### src/rtl/param_seq_divider.sv
// rtl/param_seq_divider.sv - iterative radix-2 restoring divider, one quotient bit per clock
// Signed two's-complement mode is enabled by defining DIV_SIGNED_EN.
module param_seq_divider #(
  parameter int WIDTH = 8
) (
  input  logic             clk,
  input  logic             rst_n,
  input  logic             start_sig,
  input  logic [WIDTH-1:0] dividend,
  input  logic [WIDTH-1:0] divisor,
  output logic             busy,
  output logic             done_sig,
  output logic [WIDTH-1:0] quotient,
  output logic [WIDTH-1:0] remainder,
  output logic             div_zero
);
  localparam int CW = $clog2(WIDTH + 1);

  typedef enum logic [1:0] {IDLE, CALC, DONE} state_t;

  state_t           state_q, state_d;
  logic [CW-1:0]    cnt_q, cnt_d;
  logic [WIDTH-1:0] dvd_q, dvd_d;   // dividend bits shift out the top, quotient bits shift in below
  logic [WIDTH-1:0] dvs_q, dvs_d;
  logic [WIDTH-2:0] rem_q, rem_d;   // partial remainder never needs its MSB before the last step
  logic [WIDTH-1:0] quo_q, quo_d;
  logic [WIDTH-1:0] rmd_q, rmd_d;
  logic             dz_q, dz_d;

  logic             accept, last_step, trial_neg;
  logic [WIDTH:0]   trial;
  logic [WIDTH-1:0] rem_step, q_step, q_res, r_res, dvd_mag, dvs_mag;

  assign accept    = start_sig && (state_q != CALC);
  assign last_step = (cnt_q == CW'(1));
  assign trial     = {1'b0, rem_q, dvd_q[WIDTH-1]} - {1'b0, dvs_q};
  assign trial_neg = trial[WIDTH];
  assign rem_step  = trial_neg ? {rem_q, dvd_q[WIDTH-1]} : trial[WIDTH-1:0];
  assign q_step    = {dvd_q[WIDTH-2:0], ~trial_neg};

`ifdef DIV_SIGNED_EN
  logic qneg_q, rneg_q;

  assign dvd_mag = dividend[WIDTH-1] ? -dividend : dividend;
  assign dvs_mag = divisor[WIDTH-1]  ? -divisor  : divisor;
  assign q_res   = qneg_q ? -q_step   : q_step;
  assign r_res   = rneg_q ? -rem_step : rem_step;

  always_ff @(posedge clk) begin
    if (!rst_n) begin
      qneg_q <= 1'b0;
      rneg_q <= 1'b0;
    end else if (accept) begin
      qneg_q <= dividend[WIDTH-1] ^ divisor[WIDTH-1];
      rneg_q <= dividend[WIDTH-1];
    end
  end
`else
  assign dvd_mag = dividend;
  assign dvs_mag = divisor;
  assign q_res   = q_step;
  assign r_res   = rem_step;
`endif

  always_ff @(posedge clk) begin
    if (!rst_n) begin
      state_q <= IDLE;
      cnt_q   <= '0;
      dvd_q   <= '0;
      dvs_q   <= '0;
      rem_q   <= '0;
      quo_q   <= '0;
      rmd_q   <= '0;
      dz_q    <= 1'b0;
    end else begin
      state_q <= state_d;
      cnt_q   <= cnt_d;
      dvd_q   <= dvd_d;
      dvs_q   <= dvs_d;
      rem_q   <= rem_d;
      quo_q   <= quo_d;
      rmd_q   <= rmd_d;
      dz_q    <= dz_d;
    end
  end

  always_comb begin
    state_d = state_q;
    case (state_q)
      IDLE, DONE: begin
        if (start_sig) state_d = (divisor == '0) ? DONE : CALC;
        else           state_d = IDLE;
      end
      CALC:    if (last_step) state_d = DONE;
      default: state_d = IDLE;
    endcase
  end

  always_comb begin
    cnt_d = cnt_q;
    dvd_d = dvd_q;
    dvs_d = dvs_q;
    rem_d = rem_q;
    quo_d = quo_q;
    rmd_d = rmd_q;
    dz_d  = dz_q;
    if (accept) begin
      dvd_d = dvd_mag;
      dvs_d = dvs_mag;
      rem_d = '0;
      if (divisor == '0) begin
        cnt_d = '0;
        quo_d = '1;
        rmd_d = dividend;
        dz_d  = 1'b1;
      end else begin
        cnt_d = CW'(WIDTH);
        quo_d = '0;
        rmd_d = '0;
        dz_d  = 1'b0;
      end
    end else if (state_q == CALC) begin
      dvd_d = q_step;
      rem_d = rem_step[WIDTH-2:0];
      cnt_d = cnt_q - CW'(1);
      if (last_step) begin
        quo_d = q_res;
        rmd_d = r_res;
      end
    end
  end

  always_comb begin
    busy      = (state_q == CALC);
    done_sig  = (state_q == DONE);
    quotient  = quo_q;
    remainder = rmd_q;
    div_zero  = dz_q;
  end
endmodule

### config.mk
export PLATFORM = sky130hd
export DESIGN_NAME = param_seq_divider
export DESIGN_NICKNAME = d
export VERILOG_FILES = /design/src/rtl/param_seq_divider.sv
export SDC_FILE = /design/constraint.sdc
export NUM_CORES = 1
export LEC_CHECK = 0
export BUFFER_PORTS_ARGS = -buffer_cell sky130_fd_sc_hd__buf_2
export CORE_MARGIN = 2
export CORE_UTILIZATION = 35
export CTS_BUF_LIST = sky130_fd_sc_hd__clkbuf_2
export CTS_CLUSTER_DIAMETER = 80
export CTS_CLUSTER_SIZE = 20
export DETAILED_ROUTE_END_ITERATION = 6
export GPL_TIMING_DRIVEN = 0
export PLACE_DENSITY = 0.65
export SYNTH_ARGS = -nofsm -noshare
export SYNTH_HDL_FRONTEND = slang
export SYNTH_SLANG_ARGS = --single-unit
### constraint.sdc
create_clock -name clk -period 2.3 [get_ports clk]
set_input_delay 0.46 -clock clk [delete_from_list [all_inputs] [get_ports clk]]
set_output_delay 0.46 -clock clk [all_outputs]
set_load 0.005 [all_outputs]
==> results_dict.tcl, run 1 <==
set metrics [dict create \
    die_h_um 87.4 \
    dp.final_hpwl_um 4700 \
    crit_buf_inv 1 \
    async_flop_share_pct 0 \
    crit_required_ns 2.68 \
    antenna_found_initial 0 \
    drt_iter0_drc 154 \
    end_kind "flip-flop" \
    routed-via-count 2204 \
    pre_cts_slack_ns 0.00158 \
    synth-seq-area-share_pct 37.8 \
    finalSetupTns_ns 0 \
    ctsHoldBuffers 0 \
    clock_path_buffers 2 \
    port-buffer-count 36 \
    start_util_pct 36.0 \
    cts.clk_slew.worst_paths_ns 0.25 \
    final_core_utilization_pct 42.1 \
    fin_ws_ns 0.0866 \
    synth_area_sq_um 2430 \
    ys_ff_latch 46 \
    fin_worst_skew_ns 0.0305 \
    fin_crit_sh_pct 96.2 \
    area_growth_pct 16.7 \
    ys.flop_type "dfxtp_1" \
    clock_latency_ns 0.44 \
    grt_max_degree 20 \
    root_buffer "clkbuf_2" \
    ys.warnings.count 0 \
    dr.pass1.iters 4 \
    final_common_cell "nand2_1" \
    fillCellCount 683 \
    path_cells "inv_1 -> ha_2 -> fa_2 -> nand2b_4 -> a211oi_4 -> o31ai_4 -> or4_1 -> nand3_1" \
    crit_cells 8 \
    totalWireLength_um 6210 \
    relSlewSlack_pct 57.8 \
    via_per_inst 5.29 \
    drive_gt1_share_pct 18.7 \
    cpLargestDelayFamily "simple AND/OR/NAND/NOR gates" \
    numCtsBuffers 5 \
    grt_pass1_wl_um 10200 \
    antenna_cells 0 \
    final_cells 417 \
    power_leakage_uw 0.00130 \
    gp_congestion 0.817 \
    report.final.slew_viol_count 0 \
    regArea_sq_um 922 \
    yosys.cell_types.count 48 \
    fmax_mhz 452 \
    dieArea_sq_um 7640 \
    fp.coreArea_sq_um 6760 \
    rows 30 \
    wire_per_inst_um 14.9 \
    timing.hold.ws_ns 0.268 \
    ant_nets 0 \
    remaining_drc_errors 0 \
    startpoint_type "flip-flop" \
    maxCapViolCount 0 \
    status "finished clean" \
    multi_input_area_sq_um 1410 \
    nNetsFinal 366 \
    cts_sinks 46 \
    rsz0062_at_grt "no" \
    postSynthCellCount 292 \
    grtUsageTotal_pct 17.1 \
    grt_pass1_vias 2111 \
    synth-edff-count 0 \
    post-place-cells 408 \
    holdPathStages 3 \
    rr_worst_depth 8 \
    worst-setup-path-type "reg -> reg" \
    finalSetupViolCount 0 \
    critPathMaxStageDelay_ns 0.43 \
    hp-class "in -> reg" \
    hold_viol 0 \
    crit_arrival_ns 2.59 \
    cellPowerDensity_nw_per_um2 701 \
    final_cell_mix "nand2_1 (59), dfxtp_1 (45), buf_2 (42)" \
    grt-ovfl-total 0 \
    cp_max_fo 5 \
    cp_slowest_cell "or4_1" \
    htreeDepth 2 \
    tightest_slew_ns 0.632 \
    synth.avg_cell_area_sq_um 8.34 \
    cts_tree "yes" \
    synth_nets 322 \
    die_w_um 87.4 \
    peakVddDrop_v 0.000471 \
    fin_crit_ns 2.21 \
    ioPinCount 38 \
]
## per-stage QoR
| stage | cell area, sq um | total power, uW |
|---|---|---|
| after floorplan | 2430 | 1270 |
| after global placement | 2720 | 1400 |
| after detailed placement | 2720 | 1410 |
| after CTS | 2840 | 2000 |
| after global routing | 2840 | 2100 |
| final | 2840 | 1990 |
## worst min-delay path, stage by stage
cell and delay (ns):
buf_2 0.10, nand2_1 0.04, a21boi_0 0.06
## sequential cells by signal, summed over array words and instances (netlist names)
| name | flops |
|---|---|
| quotient | 8 |
| state_q | 2 |
| rem_q | 7 |
| remainder | 8 |
| dvs_q | 8 |
| div_zero | 1 |
| dvd_q | 8 |
| cnt_q | 4 |
## power breakdown
part           internal (uW)  total [uW]  switching [uW]
sequential               860         901            40.8
clock                    289         562             273
combinational            223         530             306
## repair_timing
item	CTS	global route
pin swaps	2	2
gates resized for setup	4	1
hold endpoints to repair	0	0
setup buffers	1	0
setup endpoints to repair	11	4
gates cloned	1	0
## worst paths after layout
| check | startpoint | end | slack, ns |
|---|---|---|---|
| max reg2reg | dvd_q[7] | rem_q[1] | 0.09 |
| min | divisor[4] | dvs_q[4] | 0.27 |
| min reg2reg | dvd_q[5] | quotient[6] | 0.47 |
| max | dvd_q[7] | rem_q[1] | 0.09 |
## cells in the mapped netlist (6+ instances only)
| cell | count | area share (%) |
|---|---|---|
| nand2_1 | 59 | 9.1 |
| dfxtp_1 | 46 | 38 |
| a31oi_1 | 14 | 3.6 |
| nor2_1 | 13 | 2.0 |
| inv_1 | 12 | 1.8 |
| mux2i_1 | 12 | 4.9 |
| a21oi_1 | 11 | 2.3 |
| a21boi_0 | 10 | 3.1 |
| ha_1 | 10 | 5.1 |
| o211a_1 | 10 | 4.1 |
| clkbuf_1 | 9 | 1.4 |
| o21ai_0 | 9 | 1.8 |
| buf_2 | 6 | 1.2 |
## final cells by class
type	instances	area share [%]
clock inverters	3	2.25
well taps	80	3.52
clock buffers	5	0.881
repair buffers	37	6.61
flip-flops and latches	46	32.5
multi-input cells	215	49.7
inverters	13	1.72
plain buffers	18	2.91
## cell families after synthesis
group	share of synthesized area (%)
AO/OA/AOI/OAI	24.4
adder cells (fa/ha/maj)	5.96
XOR/XNOR	1.80
buffers and inverters	5.55
flip-flops	37.8
AND/OR/NAND/NOR	19.6
multiplexers	4.93
## per-layer routing
layer,routed length (um),track usage [%],vias to the layer above
met5,0,0,-
met4,128,4.76,0
met3,296,4.36,12
met2,2710,26.3,53
met1,3080,23.8,1012
li1,-,-,1127
(Power assumes the default switching activity.)
==> run 2: changes to the inputs <==
--- a/config.mk
+++ b/config.mk
@@ -5,6 +5,7 @@
 export SDC_FILE = /design/constraint.sdc
 export NUM_CORES = 1
 export LEC_CHECK = 0
+export ABC_AREA = 1
 export BUFFER_PORTS_ARGS = -buffer_cell sky130_fd_sc_hd__buf_2
 export CORE_MARGIN = 2
 export CORE_UTILIZATION = 35
==> run 2 against run 1 <==
Clock power down 17%. First-iteration DRC count down 38%. Combinational power up 22%. Worst hold slack about the same. Sequential power up 3.0%. Highest routed layer unchanged. Routed wire length up 3.3%. Largest cell class unchanged. Die area down 0.39%. Cell area down 2.1%. Critical path depth up 5. Clock skew down 0.020 ns. Cell count up 12%.
==> results_dict.tcl, run 2 <==
set metrics [dict create \
    dp.final_hpwl_um 4790 \
    ctsHoldBuffers 0 \
    power_uw 2040 \
    rsz0062_at_grt "no" \
    numCtsBuffers 5 \
    cts_sinks 46 \
    cp_max_fo 10 \
    antenna_found_initial 0 \
    grt-ovfl-total 0 \
    die_w_um 87.2 \
    final_cell_mix "nand2_1 (68), inv_1 (49), o21ai_0 (47)" \
    postSynthCellCount 344 \
    worst-setup-path-type "reg -> reg" \
    fin_crit_ns 2.10 \
    grt_max_degree 15 \
    maxCapViolCount 0 \
    htreeDepth 2 \
    synth-edff-count 0 \
    end_kind "flip-flop" \
    synth-seq-area-share_pct 38.0 \
    port-buffer-count 37 \
    ys.warnings.count 0 \
    clock_path_buffers 2 \
    synth.most_common_cell "nand2_1" \
    relSlewSlack_pct 63.4 \
    crit_arrival_ns 2.47 \
    ys.flop_type "dfxtp_1" \
    hp-class "in -> reg" \
    yosysTopAreaCellShare_pct 38.0 \
    grt_pass1_wl_um 10400 \
    async_flop_share_pct 0 \
    timing.hold.ws_ns 0.268 \
    post_cts_buffers 0 \
    drive_gt1_share_pct 18.0 \
    finalSetupTns_ns 0 \
    synth_nets 374 \
    startpoint_type "flip-flop" \
    cts_tree "yes" \
    dr.pass1.iters 5 \
    gp_congestion 0.917 \
    peakVddDrop_v 0.000395 \
    fin_worst_skew_ns 0.0105 \
    status "finished clean" \
    drt_iter0_drc 95 \
    final_common_cell "nand2_1" \
    timing.reg2reg.setup_slack_ns 0.20 \
    path_cells "inv_1 -> ha_1 -> fa_1 -> inv_1 -> nand2_1 -> nand2_2 -> nand3_1 -> nand2_2 -> buf_6 -> nand3_1 -> nand2_1 -> nand2_1 -> a21oi_1" \
    ys_top_cells_by_count "nand2_1 (69), inv_1 (50), o21ai_0 (48)" \
    cp_slowest_cell "fa_1" \
    via_per_inst 5.09 \
    totalWireLength_um 6420 \
    synthTopCellsByArea "dfxtp_1 (38%), nand2_1 (11%), o21ai_0 (9.9%)" \
    yosys.area.top_type "dfxtp_1" \
    critPathMaxStageDelay_ns 0.39 \
    die_h_um 87.2 \
    rows 30 \
    synth.avg_cell_area_sq_um 7.05 \
    cts.clk_slew.worst_paths_ns 0.24 \
    fp.coreArea_sq_um 6760 \
    cellPowerDensity_nw_per_um2 735 \
    clock_latency_ns 0.42 \
    hold_viol 0 \
    dieArea_sq_um 7610 \
    crit_top_cell "nand2_1" \
    antenna_cells 0 \
    fillCellCount 726 \
    ioPinCount 38 \
    tightest_slew_ns 0.549 \
    wire_per_inst_um 13.7 \
    fin_crit_sh_pct 91.2 \
    crit_required_ns 2.68 \
    report.final.slew_viol_count 0 \
    grt_pass1_vias 2251 \
    fmax_mhz 477 \
    nNetsFinal 418 \
    power_leakage_uw 0.00135 \
    start_util_pct 35.9 \
    root_buffer "clkbuf_2" \
    synth_area_sq_um 2420 \
    finalSetupViolCount 0 \
    remaining_drc_errors 0 \
    area_growth_pct 14.7 \
    yosys.cell_types.count 30 \
    routed-via-count 2386 \
    grtUsageTotal_pct 17.5 \
    ys_ff_latch 46 \
    ant_nets 0 \
]
==> run 2: worst paths after layout <==
| path | start | to | depth (start not counted) |
|---|---|---|---|
| worst max register to register | dvd_q[7] | remainder[6] | 13 |
| worst min-delay path | divisor[0] | dvs_q[0] | 3 |
| worst min register to register | dvs_q[2] | dvs_q[2] | 2 |
| worst max-delay path | dvd_q[7] | remainder[6] | 13 |
==> run 2: routing by layer <==
metal  vias up  wire, um  track usage [%]  part of all wire, %
met2        84      2950             28.7                   46
met4         0       123             6.57                  1.9
met1      1084      2970             22.8                   46
met5         -         0                0                    0
li1       1208         -                -                    -
met3        10       381             3.60                  5.9
==> run 2: what timing repair did <==
item,in CTS,in global routing
resized for setup,0,4
hold endpoints to repair,0,0
endpoints found under the setup margin,0,6
==> run 2: logic make-up (layout without fill, tap and decap cells) <==
kind of cell    after synthesis  after routing  share of synthesized area [%]
simple gates                114            114                           20.7
compound gates              105            105                           22.9
buf+inv                      67            112                           12.0
flops                        46             46                           38.0
fa+ha+maj                    11             11                           5.99
xor+xnor                      1              1                          0.361
==> run 2: final cells by class <==
type,count,area [sq um],share of cell area [%]
inverter,55,209,7.51
timing repair buffer,37,185,6.66
sequential,46,922,33.2
tap,80,100,3.60
clock inverter,2,37.5,1.35
multi-input combinational,231,1210,43.7
buffer,12,82.6,2.97
clock buffer,6,30.0,1.08
==> run 2: power by group <==
part	total (uW)	switching [uW]	internal (uW)
Clock	469	281	188
Combinational	648	410	238
Sequential	928	44.9	883
Total	2040	736	1310
==> run 2: through the flow <==
| step | cell area [sq um] | utilization [%] | worst slack, ns | cells |
|---|---|---|---|---|
| final | 2780 | 41.2 | 0.203 | 469 |
| after global placement | 2710 | 40.1 | 0.231 | 461 |
| after floorplan | 2420 | - | 0.442 | 344 |
| after detailed placement | 2710 | 40.1 | 0.216 | 461 |
| after global routing | 2780 | 41.2 | 0.0353 | 469 |
| after CTS | 2780 | 41.1 | 0.163 | 469 |
==> run 2: worst max-delay path: cells and delay by family (launching register included) <==
family,cells,cell delay (ns)
simple gates,7,0.63
fa+ha+maj,2,0.61
flops,1,0.38
buf+inv,3,0.29
compound gates,1,0.13
==> run 3: changes to the inputs <==
==> constraint.sdc (replaced) <==
create_clock -name clk -period 2.3 [get_ports clk]
set_input_delay 0.115 -clock clk [delete_from_list [all_inputs] [get_ports clk]]
set_output_delay 0.115 -clock clk [all_outputs]
set_load 0.005 [all_outputs]
==> run 3 against run 2 <==
Sequential power about the same. Cell area rose by 5.0%. Power rose by 0.89%. Die area did not move. Routed wire length increased by 1.6%. Fmax decreased by 0.69%. Largest cell class unchanged. Sequential share of layout area is 1.6 points lower. Via count increased by 3.1%.
==> results_dict.tcl, run 3 (same netlist as run 2, synthesis figures left out) <==
set metrics [dict create \
    status "finished clean" \
    grtUsageTotal_pct 17.8 \
    crit_required_ns 2.66 \
    rsz0062_at_grt "no" \
    routed-via-count 2460 \
    final_core_utilization_pct 43.2 \
    wire_per_inst_um 13.5 \
    cellPowerDensity_nw_per_um2 706 \
    dieArea_sq_um 7610 \
    grt-ovfl-total 0 \
    numCtsBuffers 5 \
    die_h_um 87.2 \
    grt_max_degree 15 \
    dp.final_hpwl_um 4790 \
    clock_path_buffers 2 \
    top_layer_used "met4" \
    dr_wl_met2_um 2990 \
    fin_worst_skew_ns 0.0144 \
    wl_met3_um 367 \
    cts_sinks 46 \
    start_util_pct 35.9 \
    cts_tree "yes" \
    worst-setup-path-type "reg -> reg" \
    tightest_slew_ns 0.564 \
    via_per_inst 5.09 \
    drt_iter0_drc 116 \
    port-buffer-count 37 \
    antenna_found_initial 0 \
    die_w_um 87.2 \
    hp-class "in -> reg" \
    design_area_sq_um 2920 \
    end_kind "flip-flop" \
    finalSetupTns_ns 0 \
    hold_viol 0 \
    place_area_sq_um 2710 \
    startpoint_type "flip-flop" \
    cp_max_fo 10 \
    clock_latency_ns 0.43 \
    dr.pass1.iters 4 \
    grt_pass1_vias 2299 \
    drive_gt1_share_pct 17.4 \
    peakVddDrop_v 0.000395 \
    power_leakage_uw 0.00141 \
    finalSetupViolCount 0 \
    nNetsFinal 432 \
    cts.clk_slew.worst_paths_ns 0.26 \
    fp.coreArea_sq_um 6760 \
    rows 30 \
    final_common_cell "nand2_1" \
    fin_crit_sh_pct 91.8 \
    crit_arrival_ns 2.47 \
    htreeDepth 2 \
    ioPinCount 38 \
    area_growth_pct 20.5 \
    grt_pass1_wl_um 10600 \
    totalWireLength_um 6520 \
    routedLengthMet1_um 2990 \
    final_cell_mix "nand2_1 (68), inv_1 (49), o21ai_0 (47)" \
    maxCapViolCount 0 \
    antenna_cells 0 \
    fin_crit_ns 2.11 \
    remaining_drc_errors 0 \
    root_buffer "clkbuf_2" \
    ant_nets 0 \
    report.final.slew_viol_count 0 \
    relSlewSlack_pct 62.4 \
    gp_congestion 0.917 \
    fmax_mhz 474 \
]
-- run 3: cell count changes in the layout (fill, tap and decap cells not counted), sizes merged --
cell	previous run	this run
dlygate4sd3	0	14
-- run 3: metal layers --
metal	up-vias	global-route usage (%)
li1	1239	-
met1	1117	22.9
met2	90	29.3
met3	14	3.60
met4	0	6.57
met5	-	0
-- run 3: report_power, final --
part	switching (uW)	internal (uW)	leakage (uW)
logic	413	254	0.000989
clock network	282	188	0.0000392
registers	44.6	883	0.000380
-- run 3: final cells by class --
| type | count | area, sq um |
|---|---|---|
| Timing Repair Buffer | 51 | 325 |
| Clock buffer | 6 | 30.0 |
| Tap cell | 80 | 100 |
| Multi-Input combinational cell | 231 | 1210 |
| Clock inverter | 2 | 37.5 |
| Inverter | 55 | 209 |
| Sequential cell | 46 | 922 |
| Fill cell | 711 | 3830 |
| Buffer | 12 | 82.6 |
-- run 3: worst paths after layout --
check	end	depth (start not counted)	startpoint	slack, ns
worst max-delay path	rem_q[5]	14	dvd_q[7]	0.19
worst min-delay path	dvd_q[4]	3	dividend[4]	0.02
worst max register to register	rem_q[5]	14	dvd_q[7]	0.19
worst min register to register	dvs_q[2]	2	dvs_q[2]	0.48
-- run 3: per-stage QoR --
| step | instances | hold WS (ns) | power (uW) | setup slack (ns) |
|---|---|---|---|---|
| final | 483 | 0.0183 | 2060 | 0.189 |
| after floorplan | 344 | 0.250 | 1390 | 0.442 |
| after CTS | 481 | 0.00831 | 2060 | 0.163 |
| after detailed placement | 461 | 0.366 | 1580 | 0.216 |
| after global routing | 483 | 0.00748 | 2200 | 0.0353 |
| after global placement | 461 | 0.371 | 1570 | 0.231 |
-- run 3: critical path, cell delays in order, from the launching register on --
cell and delay [ns]:
dfxtp_2 0.38, inv_1 0.05, ha_1 0.22, fa_1 0.39, inv_1 0.08, nand2_1 0.08
nand2_2 0.09, nand3_1 0.09, nand2_2 0.12, buf_6 0.16, nand3_1 0.12, nand2_1 0.08
nand2_1 0.04, nand2_1 0.07, inv_1 0.04
-- run 3: what timing repair did --
action                                  4_1_cts  5_1_grt
endpoints found under the setup margin        0        6
gates resized for setup                       0        4
hold endpoints to repair                     12        2
buffers inserted                              0        0
hold buffers                                 12        2
